<file path="src/rtl/occupancy_grid_scanner.sv">
// Occupancy bitmap read-side scanner: row-major scan of the frozen buffer,
// streamed one cell per beat through a 2-entry credit-limited skid buffer.
module occupancy_grid_scanner #(
    parameter int GRID_W     = 32,
    parameter int GRID_H     = 32,
    parameter int ADDR_WIDTH = 10,
    parameter int X_WIDTH    = 5,
    parameter int Y_WIDTH    = 5
) (
    input  logic                  clk,
    input  logic                  reset,
    input  logic                  start,
    output logic                  busy,
    output logic                  done,
    output logic [ADDR_WIDTH-1:0] ram_read_addr,
    input  logic                  ram_read_data,
    output logic                  out_valid,
    input  logic                  out_ready,
    output logic [X_WIDTH-1:0]    out_x,
    output logic [Y_WIDTH-1:0]    out_y,
    output logic                  out_occupied,
    output logic                  out_last,
    output logic [ADDR_WIDTH:0]   occ_count
);

    typedef enum logic [1:0] {IDLE, SCAN, DRAIN} state_t;

    typedef struct packed {
        logic [X_WIDTH-1:0] x;
        logic [Y_WIDTH-1:0] y;
        logic               occ;
        logic               last;
    } beat_t;

    localparam logic [X_WIDTH-1:0] X_LAST = X_WIDTH'(GRID_W - 1);
    localparam logic [Y_WIDTH-1:0] Y_LAST = Y_WIDTH'(GRID_H - 1);

    state_t                state_q, state_d;
    logic [X_WIDTH-1:0]    ix_q, ix_d;
    logic [Y_WIDTH-1:0]    iy_q, iy_d;
    logic [ADDR_WIDTH-1:0] addr_q, addr_d;
    logic [ADDR_WIDTH-1:0] raddr_q, raddr_d;
    logic                  fl_q, fl_d;
    logic [X_WIDTH-1:0]    fx_q, fx_d;
    logic [Y_WIDTH-1:0]    fy_q, fy_d;
    logic                  flast_q, flast_d;
    beat_t                 e0_q, e0_d;
    beat_t                 e1_q, e1_d;
    logic [1:0]            cnt_q, cnt_d;
    logic [ADDR_WIDTH:0]   occ_q, occ_d;
    logic                  busy_q, busy_d;
    logic                  done_q, done_d;

    beat_t       head;
    logic        valid;
    logic        hs;
    logic        pop;
    logic        push;
    logic        issue;
    logic        start_ok;
    logic        last_cell;
    logic [2:0]  used;
    logic [1:0]  widx;
    beat_t       nb;

    // With the skid empty, the in-flight read is presented straight from the port.
    always_comb begin
        head = e0_q;
        if (cnt_q == 2'd0) begin
            head.x    = fx_q;
            head.y    = fy_q;
            head.occ  = fl_q & ram_read_data;
            head.last = fl_q & flast_q;
        end
    end

    assign valid     = (cnt_q != 2'd0) | fl_q;
    assign hs        = valid & out_ready;
    assign pop       = hs & (cnt_q != 2'd0);
    assign push      = fl_q & ~(hs & (cnt_q == 2'd0));
    assign used      = {1'b0, cnt_q} + {2'b0, fl_q} - {2'b0, hs};
    assign issue     = (state_q == SCAN) & (used < 3'd2);
    assign start_ok  = start & (state_q == IDLE) & ~done_q;
    assign last_cell = (ix_q == X_LAST) & (iy_q == Y_LAST);
    assign widx      = cnt_q - {1'b0, pop};

    always_comb begin
        state_d = state_q;
        ix_d    = ix_q;
        iy_d    = iy_q;
        addr_d  = addr_q;
        raddr_d = raddr_q;
        fl_d    = issue;
        fx_d    = fx_q;
        fy_d    = fy_q;
        flast_d = flast_q;
        e0_d    = e0_q;
        e1_d    = e1_q;
        cnt_d   = cnt_q - {1'b0, pop} + {1'b0, push};
        occ_d   = occ_q;
        done_d  = hs & head.last;

        nb.x    = fx_q;
        nb.y    = fy_q;
        nb.occ  = ram_read_data;
        nb.last = flast_q;

        if (start_ok) begin
            state_d = SCAN;
            ix_d    = '0;
            iy_d    = '0;
            addr_d  = '0;
            occ_d   = '0;
        end

        if (issue) begin
            raddr_d = addr_q;
            addr_d  = addr_q + ADDR_WIDTH'(1);
            fx_d    = ix_q;
            fy_d    = iy_q;
            flast_d = last_cell;
            if (ix_q == X_LAST) begin
                ix_d = '0;
                iy_d = iy_q + Y_WIDTH'(1);
            end else begin
                ix_d = ix_q + X_WIDTH'(1);
            end
            if (last_cell) state_d = DRAIN;
        end

        if (pop) e0_d = e1_q;
        if (push) begin
            if (widx == 2'd0) e0_d = nb;
            else              e1_d = nb;
        end

        if (hs && head.occ) occ_d = occ_q + (ADDR_WIDTH+1)'(1);
        if (hs && head.last) state_d = IDLE;

        busy_d = (state_d != IDLE) | done_d;
    end

    always_ff @(posedge clk or posedge reset) begin
        if (reset) begin
            state_q <= IDLE;
            ix_q    <= '0;
            iy_q    <= '0;
            addr_q  <= '0;
            raddr_q <= '0;
            fl_q    <= 1'b0;
            fx_q    <= '0;
            fy_q    <= '0;
            flast_q <= 1'b0;
            e0_q    <= '0;
            e1_q    <= '0;
            cnt_q   <= 2'd0;
            occ_q   <= '0;
            busy_q  <= 1'b0;
            done_q  <= 1'b0;
        end else begin
            state_q <= state_d;
            ix_q    <= ix_d;
            iy_q    <= iy_d;
            addr_q  <= addr_d;
            raddr_q <= raddr_d;
            fl_q    <= fl_d;
            fx_q    <= fx_d;
            fy_q    <= fy_d;
            flast_q <= flast_d;
            e0_q    <= e0_d;
            e1_q    <= e1_d;
            cnt_q   <= cnt_d;
            occ_q   <= occ_d;
            busy_q  <= busy_d;
            done_q  <= done_d;
        end
    end

    always_comb begin
        ram_read_addr = '0;
        if (state_q != IDLE) ram_read_addr = issue ? addr_q : raddr_q;
    end

    assign busy         = busy_q;
    assign done         = done_q;
    assign out_valid    = valid;
    assign out_x        = head.x;
    assign out_y        = head.y;
    assign out_occupied = head.occ;
    assign out_last     = head.last;
    assign occ_count    = occ_q;

endmodule
</file>
<file path="config.mk">
export PLATFORM = sky130hd
export DESIGN_NAME = occupancy_grid_scanner
export DESIGN_NICKNAME = d
export VERILOG_FILES = /design/src/rtl/occupancy_grid_scanner.sv
export SDC_FILE = /design/constraint.sdc
export NUM_CORES = 1
export LEC_CHECK = 0
export ABC_AREA = 1
export BUFFER_PORTS_ARGS = -buffer_cell sky130_fd_sc_hd__buf_2
export CAP_MARGIN = 10
export CORE_MARGIN = 4
export CORE_UTILIZATION = 38
export CTS_BUF_LIST = sky130_fd_sc_hd__clkbuf_2
export CTS_CLUSTER_SIZE = 20
export DETAILED_ROUTE_END_ITERATION = 8
export GPL_ROUTABILITY_DRIVEN = 0
export PLACE_DENSITY = 0.54
export SETUP_SLACK_MARGIN = 0.3
export SYNTH_ARGS = -nofsm -noshare
export SYNTH_HDL_FRONTEND = slang
export SYNTH_SLANG_ARGS = --single-unit
</file>
<file path="constraint.sdc">
create_clock -name clk -period 8.4 [get_ports clk]
set_input_delay 0.84 -clock clk [delete_from_list [all_inputs] [get_ports clk]]
set_output_delay 0.84 -clock clk [all_outputs]
set_load 0.005 [all_outputs]
</file>
==> flow_summary.ini <==
[sta]
setup_ws_ns = 3.31
rsz0062_at_grt = no
clock.fmax_ghz = 0.196
max-slew-margin-rel = 0.394
finalMaxSlewViolations = 0
finalCriticalPeriod_ns = 5.09
post-route-period-util = 0.606
finalSetupViolations = 0
fin_skew_ns = 0.0382
tightest_slew_ns = 0.906
tns_ns = 0
hold_viol = 0

[placement]
port_buffers = 40
pre_cts_ws_ns = 3.77
dpl_cell_area_um2 = 4490
dp_hpwl_um = 6140

[drt]
detail_route.wl_per_cell_um = 12.3
routed_via_density = 4.64
drc = 0
drtPass1Iterations = 4
vias = 3369
ant_nets = 0
wl_um = 8950
drtIter0Drc = 212

[layout]
multiInputGateArea_um2 = 1750
fin_util = 0.420
num_antenna_cells = 0
layout-drive-gt1-share = 0.135
fillCellCount = 1138
fin_area_um2 = 4570
nNetsFinal = 596
area_growth_pct = 7.89
regArea_um2 = 2080

[synthesis]
ys_seq_area_frac = 0.490
synth_top_flop_cell = dfrtp_1
synth.cell_area_um2 = 4240
avgSynthCellArea_um2 = 7.74
synth_area_leaders = dfrtp_1 (49%), nand2_1 (16%), inv_1 (6.2%)
synth_cells = 547
yosysTopAreaCellShare = 0.490
yosysWarnings = 0
synth_top_cell_by_area = dfrtp_1
syn_nets = 562
synth.distinct_cells = 29
synth_top_cells_by_count = nand2_1 (183), dfrtp_1 (83), inv_1 (70)
synth_edf_count = 0
async_reset_ff_frac = 1.00
synth.most_common_cell = nand2_1
yosys_register_bits = 83

[setup_path]
r2r-end = addr_q[2]
required_ns = 7.56
cp.arrival_ns = 4.25
crit_path_end_kind = output pin
setup.worst_path.start_class = flip-flop
path_class = reg2out
r2r-start = cnt_q[1]
reg2reg_depth = 14
rrSetupSlack_ns = 4.56
cp_max_fo = 42

[pwr]
peakVddDrop_v = 0.000141
powerDensity_nw_per_um2 = 298
power.leakage_uw = 0.00240

[grt]
grt_start_max_net_pins = 55
grt_pass1_vias = 3266
track_usage = 0.147
overflow = 0
antenna_found_initial = 0
grt_pass1_wl_um = 15600

[die]
coreArea_um2 = 10900
die_area_um2 = 12900
dieWidth_um = 114
num_rows = 38
start_util = 0.389
fp.dieH_um = 114
ios = 41

[outcome]
status = finished, final reports clean

[clocking]
clkTransAtPathRegs_ns = 0.22
cts_max_level = 3
cts_root_buf = clkbuf_2
postCtsHoldBufs = 0
cts_resized = 0
numCtsBuffers = 9
clockBufferDepth = 2
cts.sinks = 83
post-cts-setup-buffers = 0
insertion_delay_ns = 0.54
cts_tree = built

[min_path]
min_path_type = in2async

[job]
drv_cap = 0
-- worst max-delay path by stage --
| stage | end | start | slack, ns |
|---|---|---|---|
| global placement | ram_read_addr[0] | out_ready | 3.78 |
| finish | ram_read_addr[0] | cnt_q[1] | 3.31 |
| CTS | ram_read_addr[0] | cnt_q[1] | 3.24 |
| global route | ram_read_addr[0] | cnt_q[1] | 2.85 |
| floorplan | ram_read_addr[9] | out_ready | 4.86 |
| detailed placement | ram_read_addr[0] | out_ready | 3.77 |
-- metrics by stage --
step | power [uW] | cells | hold WS [ns]
CTS | 1380 | 726 | 0.255
detailed placement | 1200 | 710 | 0.466
finish | 1360 | 726 | 0.281
floorplan | 1040 | 547 | 0.443
global placement | 1190 | 710 | 0.458
global route | 1510 | 726 | 0.260
-- per-layer routing --
metal / share of wire / GRT usage / vias to the layer above
met1: 0.50 / 0.208 / 1537
met2: 0.45 / 0.226 / 43
met5: 0 / 0 / -
met4: 0.011 / 0.0433 / 0
li1: - / - / 1780
met3: 0.039 / 0.0350 / 9
-- layout by cell type (no fill, tap or decap), drive strengths merged, types with 4 or more instances in the layout --
master,netlist,final
a21oi,4,4
buf,14,41
clkbuf,4,14
dfrtp,83,83
ha,9,9
inv,74,73
nand2,189,189
nand3,36,36
nand4,7,7
nor2,40,40
o21ai,75,75
-- where the power goes --
part	total (uW)	leakage (uW)	internal, uW	switching [uW]
clock network	179	0.0000622	44.8	134
logic	585	0.00123	197	388
registers	595	0.00111	522	73.9
-- state kept, by name, indices dropped and copies added (netlist names) --
register,cells
fx_q,5
e0_q,12
ix_q,5
occ_count,11
raddr_q,10
addr_q,10
iy_q,5
e1_q,12
done,1
busy,1
flast_q,1
fy_q,5
state_q,2
fl_q,1
cnt_q,2
-- area by class of cell --
cell class                 count  share of cell area
sequential                    83               0.455
multi-input combinational    372               0.383
inverter                      74              0.0611
timing repair buffer          41              0.0455
tap                          140              0.0383
clock buffer                  14              0.0153
clock inverter                 2             0.00274
-- kinds of logic (layout without fill, tap and decap cells) --
group | after synthesis | in the layout | synth area share
xor+xnor | 3 | 3 | 0.00798
flops | 83 | 83 | 0.490
fa+ha+maj | 10 | 10 | 0.0313
simple gates | 278 | 278 | 0.273
compound gates | 81 | 81 | 0.100
buf+inv | 92 | 131 | 0.0969
-- worst max-delay path: stages (launching register included) --
cell and delay (ns):
dfrtp_1 0.52, nor2_2 0.29, nand2_2 0.08, nand2_1 0.10
inv_2 0.06, ha_1 0.25, or2_2 0.30, fa_1 0.50
nand2_1 0.06, nor2_1 0.15, nand2_2 0.47, inv_2 0.47
nand2_1 0.12, o21ai_0 0.13, nor2_1 0.06, buf_2 0.16
Note: power is estimated with default switching activity, not from simulation.
